===== config.mk =====
export PLATFORM = sky130hd
export DESIGN_NAME = crack_engine
export DESIGN_NICKNAME = d
export VERILOG_FILES = /design/src/rtl/crack_pkg.sv /design/src/rtl/crack_brute_gen.sv /design/src/rtl/crack_engine.sv
export SDC_FILE = /design/constraint.sdc
export NUM_CORES = 1
export LEC_CHECK = 0
export BUFFER_PORTS_ARGS = -buffer_cell sky130_fd_sc_hd__buf_4
export CORE_MARGIN = 8
export CORE_UTILIZATION = 47
export CTS_CLUSTER_DIAMETER = 200
export DETAILED_ROUTE_END_ITERATION = 16
export GPL_TIMING_DRIVEN = 1
export PLACE_DENSITY = 0.77
export SYNTH_ARGS = -nofsm -noshare
export SYNTH_HDL_FRONTEND = slang
export SYNTH_SLANG_ARGS = --single-unit

===== constraint.sdc =====
create_clock -name clk -period 12.3 [get_ports clk]
set_input_delay 0.615 -clock clk [delete_from_list [all_inputs] [get_ports clk]]
set_output_delay 0.615 -clock clk [all_outputs]
set_load 0.01 [all_outputs]

===== src/rtl/crack_pkg.sv =====
// Shared types and constants for the hash-cracking engine.
// State encoding, LED codes and default parameter values.
package crack_pkg;

  typedef enum logic [2:0] {
    ST_IDLE    = 3'd0,
    ST_LOAD    = 3'd1,
    ST_DICT    = 3'd2,
    ST_BRUTE   = 3'd3,
    ST_SUCCESS = 3'd4,
    ST_FAIL    = 3'd5
  } state_e;

  localparam logic [2:0] LED_IDLE = 3'b011;
  localparam logic [2:0] LED_BUSY = 3'b100;
  localparam logic [2:0] LED_OK   = 3'b010;
  localparam logic [2:0] LED_FAIL = 3'b001;

  localparam int DEF_HASH_W         = 128;
  localparam int DEF_ADDR_W         = 8;
  localparam int DEF_DICT_START     = 1;
  localparam int DEF_DICT_SIZE      = 3;
  localparam int DEF_BRUTE_ATTEMPTS = 10;

  function automatic logic [2:0] led_code(input state_e s);
    logic [2:0] r;
    r = LED_IDLE;
    case (s)
      ST_LOAD,
      ST_DICT,
      ST_BRUTE:   r = LED_BUSY;
      ST_SUCCESS: r = LED_OK;
      ST_FAIL:    r = LED_FAIL;
      default:    r = LED_IDLE;
    endcase
    return r;
  endfunction

endpackage


===== src/rtl/crack_brute_gen.sv =====
// Brute-force candidate counter: yields 0..ATTEMPTS-1, zero-extended.
// Held at zero while clr_i is high; last_o flags the final candidate.
module crack_brute_gen
  import crack_pkg::*;
#(
  parameter int HASH_W   = DEF_HASH_W,
  parameter int ATTEMPTS = DEF_BRUTE_ATTEMPTS
) (
  input  logic              clk,
  input  logic              reset,
  input  logic              clr_i,
  input  logic              adv_i,
  output logic [HASH_W-1:0] cand_o,
  output logic              last_o
);

  logic [31:0] cnt_q;
  logic [31:0] cnt_d;

  always_comb begin
    cnt_d = cnt_q;
    if (clr_i) begin
      cnt_d = '0;
    end else if (adv_i) begin
      cnt_d = cnt_q + 32'd1;
    end
  end

  always_ff @(posedge clk or posedge reset) begin
    if (reset) begin
      cnt_q <= '0;
    end else begin
      cnt_q <= cnt_d;
    end
  end

  assign cand_o = HASH_W'(cnt_q);
  assign last_o = (cnt_q == 32'(ATTEMPTS - 1));

endmodule


===== src/rtl/crack_engine.sv =====
// Dictionary + optional brute-force hash cracker (BRUTE phase built
// only when CRACK_BRUTE_EN is defined; otherwise exhaustion -> FAIL).
module crack_engine
  import crack_pkg::*;
#(
  parameter int HASH_W         = DEF_HASH_W,
  parameter int ADDR_W         = DEF_ADDR_W,
  parameter int DICT_START     = DEF_DICT_START,
  parameter int DICT_SIZE      = DEF_DICT_SIZE,
  parameter int BRUTE_ATTEMPTS = DEF_BRUTE_ATTEMPTS
) (
  input  logic              clk,
  input  logic              reset,
  input  logic              start,
  output logic              mem_en,
  output logic [ADDR_W-1:0] mem_addr,
  input  logic [HASH_W-1:0] mem_rdata,
  output logic              hash_req,
  output logic [HASH_W-1:0] hash_cand,
  input  logic              hash_ack,
  input  logic [HASH_W-1:0] hash_out,
  output logic [2:0]        state,
  output logic [2:0]        led,
  output logic              found,
  output logic [HASH_W-1:0] found_word,
  output logic [31:0]       attempts
);

  if (longint'(DICT_START) + longint'(DICT_SIZE)
      > (longint'(1) << ADDR_W)) begin : g_bad_dict
    $error("crack_engine: dictionary exceeds address space");
  end
  if (DICT_SIZE < 0 || BRUTE_ATTEMPTS < 0) begin : g_bad_cnt
    $error("crack_engine: negative size parameter");
  end

  localparam logic [ADDR_W-1:0] A_START = ADDR_W'(DICT_START);
  localparam logic [ADDR_W-1:0] A_LAST  = ADDR_W'(DICT_SIZE - 1);

`ifdef CRACK_BRUTE_EN
  localparam state_e ST_EXH =
    (BRUTE_ATTEMPTS > 0) ? ST_BRUTE : ST_FAIL;
`else
  localparam state_e ST_EXH = ST_FAIL;
`endif

  state_e            st_q, st_d;
  logic              start_q;
  logic              rd_vld_q;
  logic              mem_en_q, mem_en_d;
  logic [ADDR_W-1:0] addr_q, addr_d;
  logic [ADDR_W-1:0] idx_q, idx_d;
  logic [HASH_W-1:0] tgt_q, tgt_d;
  logic [HASH_W-1:0] cand_q, cand_d;
  logic              req_q, req_d;
  logic              fnd_q, fnd_d;
  logic [HASH_W-1:0] fw_q, fw_d;
  logic [31:0]       att_q, att_d;

  logic start_rise;
  logic acc;
  logic hit;

  assign start_rise = start & ~start_q;
  // A hash_ack only counts while a request is outstanding.
  assign acc = req_q & hash_ack;
  assign hit = acc && (hash_out == tgt_q);

`ifdef CRACK_BRUTE_EN
  logic              br_adv;
  logic              br_last;
  logic [HASH_W-1:0] br_cand;

  crack_brute_gen #(
    .HASH_W  (HASH_W),
    .ATTEMPTS(BRUTE_ATTEMPTS)
  ) u_brute (
    .clk   (clk),
    .reset (reset),
    .clr_i (st_q != ST_BRUTE),
    .adv_i (br_adv),
    .cand_o(br_cand),
    .last_o(br_last)
  );
`endif

  always_comb begin
    st_d     = st_q;
    mem_en_d = 1'b0;
    addr_d   = addr_q;
    idx_d    = idx_q;
    tgt_d    = tgt_q;
    cand_d   = cand_q;
    req_d    = req_q;
    fnd_d    = fnd_q;
    fw_d     = fw_q;
    att_d    = att_q;
`ifdef CRACK_BRUTE_EN
    br_adv   = 1'b0;
`endif
    if (acc && att_q != '1) begin
      att_d = att_q + 32'd1;
    end
    case (st_q)
      ST_IDLE: begin
        if (start_rise && !hash_ack) begin
          mem_en_d = 1'b1;
          addr_d   = '0;
          st_d     = ST_LOAD;
        end
      end
      ST_LOAD: begin
        if (rd_vld_q) begin
          tgt_d = mem_rdata;
          idx_d = '0;
          if (DICT_SIZE > 0) begin
            mem_en_d = 1'b1;
            addr_d   = A_START;
            st_d     = ST_DICT;
          end else begin
            st_d = ST_EXH;
          end
        end
      end
      ST_DICT: begin
        if (rd_vld_q) begin
          cand_d = mem_rdata;
          req_d  = 1'b1;
        end
        if (acc) begin
          req_d = 1'b0;
          if (hit) begin
            fnd_d = 1'b1;
            fw_d  = cand_q;
            st_d  = ST_SUCCESS;
          end else if (idx_q == A_LAST) begin
            st_d = ST_EXH;
          end else begin
            idx_d    = idx_q + 1'b1;
            mem_en_d = 1'b1;
            addr_d   = A_START + idx_q + 1'b1;
          end
        end
      end
`ifdef CRACK_BRUTE_EN
      ST_BRUTE: begin
        // Idle cycle between requests loads the next candidate.
        if (!req_q) begin
          cand_d = br_cand;
          req_d  = 1'b1;
        end else if (acc) begin
          req_d = 1'b0;
          if (hit) begin
            fnd_d = 1'b1;
            fw_d  = cand_q;
            st_d  = ST_SUCCESS;
          end else if (br_last) begin
            st_d = ST_FAIL;
          end else begin
            br_adv = 1'b1;
          end
        end
      end
`endif
      default: ;
    endcase
  end

  always_ff @(posedge clk or posedge reset) begin
    if (reset) begin
      st_q     <= ST_IDLE;
      start_q  <= 1'b0;
      rd_vld_q <= 1'b0;
      mem_en_q <= 1'b0;
      addr_q   <= '0;
      idx_q    <= '0;
      tgt_q    <= '0;
      cand_q   <= '0;
      req_q    <= 1'b0;
      fnd_q    <= 1'b0;
      fw_q     <= '0;
      att_q    <= '0;
    end else begin
      st_q     <= st_d;
      start_q  <= start;
      rd_vld_q <= mem_en_q;
      mem_en_q <= mem_en_d;
      addr_q   <= addr_d;
      idx_q    <= idx_d;
      tgt_q    <= tgt_d;
      cand_q   <= cand_d;
      req_q    <= req_d;
      fnd_q    <= fnd_d;
      fw_q     <= fw_d;
      att_q    <= att_d;
    end
  end

  assign mem_en     = mem_en_q;
  assign mem_addr   = addr_q;
  assign hash_req   = req_q;
  assign hash_cand  = cand_q;
  assign state      = st_q;
  assign led        = led_code(st_q);
  assign found      = fnd_q;
  assign found_word = fw_q;
  assign attempts   = att_q;

endmodule


==> impl_metrics.prom, run 1 <==
# TYPE chip_impl_metric gauge
chip_impl_info{name="run_status",value="finished clean"} 1
chip_impl_metric{name="tritoncts_num_sinks",unit=""} 440
chip_impl_metric{name="worst_skew_late_latency",unit="ps"} 590
chip_impl_metric{name="nNetsFinal",unit=""} 2374
chip_impl_metric{name="ios",unit=""} 565
chip_impl_metric{name="seqPwrFrac",unit="%"} 45.2
chip_impl_metric{name="switching_share",unit="%"} 30.45
chip_impl_metric{name="grt-ovfl-total",unit=""} 0
chip_impl_metric{name="max_cap_viol_count",unit=""} 0
chip_impl_metric{name="reg2reg_depth",unit=""} 8
chip_impl_metric{name="worst_ir_drop_vdd",unit="mV"} 0.1115
chip_impl_metric{name="place.gp.congestion",unit=""} 0.8912
chip_impl_info{name="critical_path.cell_chain",value="xor2_1, nor4_1, nand4_1, nor4_1, and4_4, nand2_8, buf_4, mux2_4"} 1
chip_impl_metric{name="finClkSkew",unit="ps"} 25.07
chip_impl_metric{name="routed_wl",unit="mm"} 67.17
chip_impl_info{name="post_synth_main_area_contributors",value="sky130_fd_sc_hd__dfrtp_1 (58%), sky130_fd_sc_hd__mux2_4 (9.1%), sky130_fd_sc_hd__mux2_2 (8.8%), sky130_fd_sc_hd__nand2_1 (7.2%), sky130_fd_sc_hd__xor2_1 (4.3%)"} 1
chip_impl_metric{name="number_of_synthesized_flops_with_an_enable_pin",unit=""} 0
chip_impl_metric{name="grt_first_pass_wirelength",unit="mm"} 99.03
chip_impl_metric{name="clock_power_share",unit="%"} 35.3
chip_impl_metric{name="intPower",unit="mW"} 2.951
chip_impl_metric{name="fin_cells",unit=""} 2676
chip_impl_metric{name="syn-instance-count",unit=""} 1550
chip_impl_metric{name="area_growth_syn_to_layout",unit="%"} 33.17
chip_impl_info{name="worst_setup_path_start_kind",value="flop"} 1
chip_impl_metric{name="required_time_of_the_critical_path",unit="ps"} 12760
chip_impl_metric{name="core",unit="µm²"} 39820
chip_impl_metric{name="post_synth_num_cell_types",unit=""} 47
chip_impl_info{name="worst_path_max_delay_cell",value="sky130_fd_sc_hd__nor4_1"} 1
chip_impl_metric{name="track_usage",unit="%"} 27.74
chip_impl_metric{name="reg2reg_setup_slack",unit="ps"} 8090
chip_impl_metric{name="ys_seq_area_share",unit="%"} 57.93
chip_impl_metric{name="rows",unit=""} 73
chip_impl_metric{name="die-area",unit="µm²"} 47130
chip_impl_metric{name="cts_hold_buf",unit=""} 0
chip_impl_info{name="type_of_the_most_critical_hold_path",value="input pin to flop"} 1
chip_impl_metric{name="detail_route.first_pass.iterations",unit=""} 5
chip_impl_metric{name="cts_inserted_buffers",unit=""} 47
chip_impl_info{name="regToRegStartpoint",value="tgt_q[27]"} 1
chip_impl_metric{name="switchingPower",unit="mW"} 1.292
chip_impl_metric{name="final_min_period_over_clock_period",unit="%"} 34.19
chip_impl_info{name="synth.most_common_cell",value="sky130_fd_sc_hd__dfrtp_1"} 1
chip_impl_metric{name="post_route_cells_drive_above_1_share",unit="%"} 42.94
chip_impl_metric{name="detailed_place.area",unit="µm²"} 23670
chip_impl_info{name="synthTopCellsByCount",value="sky130_fd_sc_hd__dfrtp_1 (440), sky130_fd_sc_hd__nand2_1 (366), sky130_fd_sc_hd__mux2_2 (148)"} 1
chip_impl_metric{name="start_util",unit="%"} 47.73
chip_impl_metric{name="vias_per_cell",unit=""} 5.303
chip_impl_metric{name="netlist_area_pre_place",unit="µm²"} 19010
chip_impl_metric{name="synth_seq_cells",unit=""} 440
chip_impl_info{name="tritoncts_clock_tree",value="done"} 1
chip_impl_metric{name="cts_htree_levels",unit=""} 2
chip_impl_info{name="yosys_most_used_dff",value="sky130_fd_sc_hd__dfrtp_1"} 1
chip_impl_metric{name="detail-route-antenna-nets",unit=""} 0
chip_impl_metric{name="crit_arrival",unit="ps"} 4670
chip_impl_metric{name="timing.fmax",unit="MHz"} 237.8
chip_impl_info{name="hold_start",value="start"} 1
chip_impl_metric{name="power_frac_comb",unit="%"} 19.5
chip_impl_info{name="synth_area_leader_cell",value="sky130_fd_sc_hd__dfrtp_1"} 1
chip_impl_metric{name="die_height",unit="µm"} 217.1
chip_impl_info{name="dominant_cell_type_by_count_on_the_critical_path",value="sky130_fd_sc_hd__nor4_1"} 1
chip_impl_info{name="rsz_0062_raised_after_global_routing",value="no"} 1
chip_impl_metric{name="dp.cells",unit=""} 2585
chip_impl_metric{name="timing.final.ws_setup",unit="ps"} 8095
chip_impl_metric{name="cts_post_setup_buffers_inserted",unit=""} 0
chip_impl_metric{name="worst_pin_slew",unit="ps"} 1106
chip_impl_metric{name="leakage",unit="nW"} 13.25
chip_impl_metric{name="clkSlewWorstSetupHoldPaths",unit="ps"} 60
chip_impl_metric{name="routed-via-count",unit=""} 14190
chip_impl_info{name="critical_path.reg2reg.endpoint",value="found_word[74]"} 1
chip_impl_metric{name="min_period",unit="ps"} 4205
chip_impl_metric{name="hpwl",unit="mm"} 51.61
chip_impl_metric{name="cts_resized",unit=""} 0
chip_impl_metric{name="pwr_density_cell",unit="nW/µm²"} 167.6
chip_impl_metric{name="final_design_area_no_fill",unit="µm²"} 25310
chip_impl_metric{name="hold_violations",unit=""} 0
chip_impl_metric{name="grt_start_max_net_pins",unit=""} 191
chip_impl_info{name="path_class",value="flop to flop"} 1
chip_impl_metric{name="synth_top_area_share",unit="%"} 57.93
chip_impl_metric{name="min_delay_path_depth",unit=""} 1
chip_impl_info{name="cts_root_buf",value="sky130_fd_sc_hd__clkbuf_16"} 1
chip_impl_info{name="crit_path_end_kind",value="flop"} 1
chip_impl_metric{name="post_synth.cell_area_avg",unit="µm²"} 12.26
chip_impl_metric{name="first_iter_violations",unit=""} 1002
chip_impl_metric{name="drv_slew",unit=""} 0
chip_impl_metric{name="vias_in_the_first_global_route",unit=""} 15390
chip_impl_metric{name="die_width",unit="µm"} 217.1
chip_impl_metric{name="drc",unit=""} 0
chip_impl_metric{name="wire_per_inst",unit="µm"} 25.10
chip_impl_metric{name="place_worst_setup_slack",unit="ps"} 7696
chip_impl_metric{name="warnings_synthesis",unit=""} 0
chip_impl_info{name="hold_path_end",value="start_q"} 1
chip_impl_metric{name="setup-tns-final",unit="ps"} 0
chip_impl_metric{name="synth.net_count",unit=""} 1815
chip_impl_metric{name="initial_antenna_violation_count",unit=""} 11
chip_impl_metric{name="synth_async_reset_ratio",unit="%"} 100.0
chip_impl_metric{name="max_stage_delay",unit="ps"} 850
chip_impl_metric{name="cp_max_fanout",unit=""} 75
chip_impl_metric{name="setup_violations",unit=""} 0
chip_impl_metric{name="port_buffers",unit=""} 564
chip_impl_metric{name="timing.slew.headroom",unit="%"} 26.30
chip_impl_metric{name="clk_path_buf_depth",unit=""} 3
[sequential cells by signal, summed over array words and instances, names as in the netlist]
register / flops
start_q: 1
hash_cand: 128
state: 3
rd_vld_q: 1
mem_addr: 8
found_word: 128
idx_q: 8
tgt_q: 128
mem_en: 1
attempts: 32
found: 1
hash_req: 1
[power by group through the flow]
stage          sequential [mW]  clock (mW)  combinational [mW]
4_1_cts                   1.91        1.52               0.844
6_report                  1.92        1.50               0.827
2_1_floorplan             1.88           0               0.499
5_1_grt                   1.94        1.58               0.925
3_3_place_gp              1.92           0               0.817
3_5_place_dp              1.93           0               0.837
[final cells by class]
class / count / area [µm²]
well taps: 525 / 656.9
clock buffers: 65 / 1335
clock inverters: 22 / 297.8
fillers: 3019 / 14510
flip-flops and latches: 440 / 11010
diodes: 4 / 10.01
multi-input cells: 1007 / 7523
repair buffers: 575 / 4329
inverters: 38 / 146.4
[metrics by stage]
step / util [%] / hold slack (ps) / power (mW)
after floorplan: - / 416.0 / 2.376
after detailed placement: 59.43 / 375.0 / 2.770
after global placement: 59.43 / 364.5 / 2.742
final: 63.55 / 153.2 / 4.242
after global routing: 63.55 / 127.4 / 4.449
after CTS: 63.53 / 125.5 / 4.276
[routing by layer]
layer	wire length (µm)	GRT usage (%)	vias to the layer above
li1	-	-	6342
met1	25650	32.41	7178
met2	34200	48.10	532
met3	5228	8.571	130
met4	2040	9.333	8
met5	48	0	-
[worst max-delay path by stage]
stage | startpoint | to | cells after the start
floorplan | reset | attempts[0] | 1
global placement | hash_out[23] | found_word[81] | 9
detailed placement | hash_out[23] | found_word[91] | 9
CTS | tgt_q[23] | found_word[88] | 8
global route | tgt_q[50] | found_word[78] | 8
finish | tgt_q[27] | found_word[74] | 8
[worst max-delay path: cells and delay by family, from the launching register on]
kind / cells / cell delay [ps]
AND/OR/NAND/NOR: 5 / 2110
buffers and inverters: 1 / 610
multiplexers: 1 / 440
flip-flops: 1 / 390
XOR/XNOR: 1 / 240
[cell families (layout without fill, tap and decap cells)]
logic type / Yosys count / count (layout) / synth area share [%]
AO/OA/AOI/OAI: 70 / 70 / 2.436
XOR/XNOR: 134 / 134 / 6.175
adder cells (fa/ha/maj): 5 / 5 / 0.3292
buffers and inverters: 103 / 700 / 2.594
flip-flops: 440 / 440 / 57.93
multiplexers: 271 / 271 / 18.28
other: 0 / 4 / 0
AND/OR/NAND/NOR: 527 / 527 / 12.26
[cells in the final DEF, fill, tap and decap left out, types with 6 or more instances in the layout]
cell                        count
sky130_fd_sc_hd__and3_1         9
sky130_fd_sc_hd__bufinv_16      6
sky130_fd_sc_hd__xor2_1        94
sky130_fd_sc_hd__nand2_1      366
sky130_fd_sc_hd__clkbuf_8       7
sky130_fd_sc_hd__nor2b_1       17
sky130_fd_sc_hd__nand3_1       17
sky130_fd_sc_hd__buf_4        574
sky130_fd_sc_hd__nor3_1         8
sky130_fd_sc_hd__dfrtp_1      440
sky130_fd_sc_hd__inv_1         37
sky130_fd_sc_hd__nor2_1        24
sky130_fd_sc_hd__mux2i_1        8
sky130_fd_sc_hd__and2_1         6
sky130_fd_sc_hd__nor4_1        26
sky130_fd_sc_hd__nand2b_1      13
sky130_fd_sc_hd__mux2_2       148
sky130_fd_sc_hd__clkinv_2       7
sky130_fd_sc_hd__o22ai_1        9
sky130_fd_sc_hd__clkbuf_1      10
sky130_fd_sc_hd__xnor2_1       40
sky130_fd_sc_hd__clkbuf_16     48
sky130_fd_sc_hd__nand4_1       22
sky130_fd_sc_hd__a21oi_1        7
sky130_fd_sc_hd__o21ai_0       28
sky130_fd_sc_hd__mux2_4       115
No activity file was read; power rests on OpenSTA's default activity.
==> run 2: changes to the inputs <==
==> constraint.sdc (replaced) <==
create_clock -name clk -period 3.52 [get_ports clk]
set_input_delay 0.176 -clock clk [delete_from_list [all_inputs] [get_ports clk]]
set_output_delay 0.176 -clock clk [all_outputs]
set_load 0.01 [all_outputs]
==> impl_metrics.prom, run 2 (synthesis gave the netlist of run 1 again) <==
# TYPE chip_impl_metric gauge
chip_impl_info{name="run_status",value="finished clean"} 1
chip_impl_metric{name="die_width",unit="µm"} 217.1
chip_impl_info{name="cts_root_buf",value="sky130_fd_sc_hd__clkbuf_16"} 1
chip_impl_info{name="critical_path.cell_chain",value="xor2_1, nor4_1, buf_4, nand4_1, nor4_1, buf_4, nand4_1, a211o_1, mux2_4"} 1
chip_impl_metric{name="track_usage",unit="%"} 29.88
chip_impl_metric{name="power_frac_comb",unit="%"} 20.4
chip_impl_metric{name="final.fill_count",unit=""} 2846
chip_impl_metric{name="clock_power_share",unit="%"} 35.0
chip_impl_metric{name="start_util",unit="%"} 47.73
chip_impl_metric{name="final_min_period_over_clock_period",unit="%"} 89.15
chip_impl_metric{name="worst_ir_drop_vdd",unit="mV"} 0.4118
chip_impl_metric{name="intPower",unit="mW"} 10.46
chip_impl_metric{name="ios",unit=""} 565
chip_impl_metric{name="grt_first_pass_wirelength",unit="mm"} 106.5
chip_impl_metric{name="pwr_density_cell",unit="nW/µm²"} 555.5
chip_impl_metric{name="cts_inserted_buffers",unit=""} 48
chip_impl_metric{name="routed_wl",unit="mm"} 72.07
chip_impl_metric{name="detail_route.first_pass.iterations",unit=""} 5
chip_impl_metric{name="cts_post_setup_buffers_inserted",unit=""} 0
chip_impl_metric{name="drv_slew",unit=""} 0
chip_impl_info{name="rsz_0062_raised_after_global_routing",value="no"} 1
chip_impl_info{name="crit_path_end_kind",value="flop"} 1
chip_impl_metric{name="timing.fmax",unit="MHz"} 318.7
chip_impl_info{name="path_class",value="flop to flop"} 1
chip_impl_metric{name="detail-route-antenna-nets",unit=""} 0
chip_impl_metric{name="cts_htree_levels",unit=""} 2
chip_impl_metric{name="grt_start_max_net_pins",unit=""} 108
chip_impl_metric{name="setup_violations",unit=""} 0
chip_impl_metric{name="vias_in_the_first_global_route",unit=""} 16400
chip_impl_metric{name="critical_path_buf_inv_count",unit=""} 2
chip_impl_metric{name="finalCoreUtilization",unit="%"} 67.63
chip_impl_metric{name="crit_arrival",unit="ps"} 3590
chip_impl_metric{name="worst_hold_slack",unit="ps"} 119.9
chip_impl_metric{name="clk_path_buf_depth",unit=""} 3
chip_impl_metric{name="max_cap_viol_count",unit=""} 0
chip_impl_metric{name="finClkSkew",unit="ps"} 23.95
chip_impl_metric{name="multiInputGateArea",unit="µm²"} 7523
chip_impl_metric{name="clkSlewWorstSetupHoldPaths",unit="ps"} 60
chip_impl_metric{name="worst_skew_late_latency",unit="ps"} 590
chip_impl_metric{name="vias_per_cell",unit=""} 5.277
chip_impl_metric{name="ff_latch_area",unit="µm²"} 11010
chip_impl_metric{name="hpwl",unit="mm"} 53.79
chip_impl_metric{name="cp_max_fanout",unit=""} 9
chip_impl_info{name="layout.cells.most_common_list",value="sky130_fd_sc_hd__buf_4 (589), sky130_fd_sc_hd__dfrtp_1 (440), sky130_fd_sc_hd__nand2_1 (366), sky130_fd_sc_hd__mux2_2 (148), sky130_fd_sc_hd__dlygate4sd3_1 (130)"} 1
chip_impl_metric{name="core",unit="µm²"} 39820
chip_impl_metric{name="switchingPower",unit="mW"} 4.496
chip_impl_info{name="tritoncts_clock_tree",value="done"} 1
chip_impl_metric{name="setup-tns-final",unit="ps"} 0
chip_impl_metric{name="place_worst_setup_slack",unit="ps"} 391.3
chip_impl_metric{name="grt-ovfl-total",unit=""} 0
chip_impl_metric{name="drc",unit=""} 0
chip_impl_metric{name="required_time_of_the_critical_path",unit="ps"} 3970
chip_impl_metric{name="leakage",unit="nW"} 13.97
chip_impl_metric{name="seqPwrFrac",unit="%"} 44.6
chip_impl_info{name="final_common_cell",value="sky130_fd_sc_hd__buf_4"} 1
chip_impl_metric{name="max_stage_delay",unit="ps"} 640
chip_impl_metric{name="port_buffers",unit=""} 564
chip_impl_metric{name="worst_pin_slew",unit="ps"} 817.2
chip_impl_metric{name="die_height",unit="µm"} 217.1
chip_impl_metric{name="total_power",unit="mW"} 14.96
chip_impl_metric{name="first_iter_violations",unit=""} 1034
chip_impl_metric{name="hold_violations",unit=""} 0
chip_impl_metric{name="die-area",unit="µm²"} 47130
chip_impl_metric{name="wire_per_inst",unit="µm"} 25.42
chip_impl_metric{name="rows",unit=""} 73
chip_impl_info{name="worst_path_max_delay_cell",value="sky130_fd_sc_hd__nor4_1"} 1
chip_impl_info{name="worst_setup_path_start_kind",value="flop"} 1
chip_impl_info{name="critPathTopFamily",value="simple AND/OR/NAND/NOR gates"} 1
chip_impl_metric{name="timing.final.ws_setup",unit="ps"} 381.8
chip_impl_metric{name="initial_antenna_violation_count",unit=""} 13
chip_impl_metric{name="place.gp.congestion",unit=""} 0.9383
chip_impl_metric{name="switching_share",unit="%"} 30.05
chip_impl_metric{name="min_period",unit="ps"} 3138
chip_impl_metric{name="nNetsFinal",unit=""} 2530
chip_impl_metric{name="post_route_cells_drive_above_1_share",unit="%"} 41.23
chip_impl_metric{name="routed-via-count",unit=""} 14960
chip_impl_metric{name="area_growth_syn_to_layout",unit="%"} 41.71
chip_impl_info{name="type_of_the_most_critical_hold_path",value="input pin to flop"} 1
chip_impl_metric{name="timing.slew.headroom",unit="%"} 45.52
chip_impl_metric{name="tritoncts_num_sinks",unit=""} 440
## run 2: repair_timing
action,CTS,global route
hold endpoints to repair,283,0
resized for setup,0,0
hold buffers,130,0
## run 2: worst register-to-register path: stages (launching register included)
cell and delay, ps:
sky130_fd_sc_hd__dfrtp_1 400, sky130_fd_sc_hd__xor2_1 240, sky130_fd_sc_hd__nor4_1 640, sky130_fd_sc_hd__buf_4 220
sky130_fd_sc_hd__nand4_1 80, sky130_fd_sc_hd__nor4_1 200, sky130_fd_sc_hd__buf_4 170, sky130_fd_sc_hd__nand4_1 190
sky130_fd_sc_hd__a211o_1 510, sky130_fd_sc_hd__mux2_4 360
## run 2: power groups by stage
stage | sequential (mW) | combinational, mW | clock, mW
2_1_floorplan | 6.56 | 1.75 | 0
4_1_cts | 6.65 | 3.07 | 5.29
6_report | 6.67 | 3.05 | 5.24
3_5_place_dp | 6.74 | 2.93 | 0
5_1_grt | 6.77 | 3.38 | 5.50
3_3_place_gp | 6.70 | 2.88 | 0
## run 2: metrics by stage
stage               instance area [µm²]  instances
CTS                               26910       2827
detailed placement                23980       2610
global placement                  23980       2610
finish                            26930       2835
floorplan                         19010       1550
global route                      26930       2834
## run 2: worst paths after layout
check,start,to,slack (ps),cells past startpoint
min,hash_ack,hash_req,120,3
min in group asynchronous,reset,found_word[1],280,3
min reg2reg,mem_en,rd_vld_q,400,0
max,tgt_q[27],mem_addr[3],380,9
max reg2reg,tgt_q[27],mem_addr[3],380,9
max in group asynchronous,reset,tgt_q[42],2290,4
## run 2: cell type report
cell class	count	share of cell area (%)
antenna	8	0.07433
clock buffer	64	5.022
clock inverter	23	1.041
inverter	38	0.5435
multi-input combinational	1007	27.93
sequential	440	40.88
tap	525	2.439
timing repair buffer	730	22.07
## run 2: per-layer routing
layer	up-vias	global-route usage [%]	wire, µm
li1	6653	-	-
met1	7507	34.68	27390
met2	637	51.32	36390
met3	156	8.502	5502
met4	8	12.80	2734
met5	-	0	57
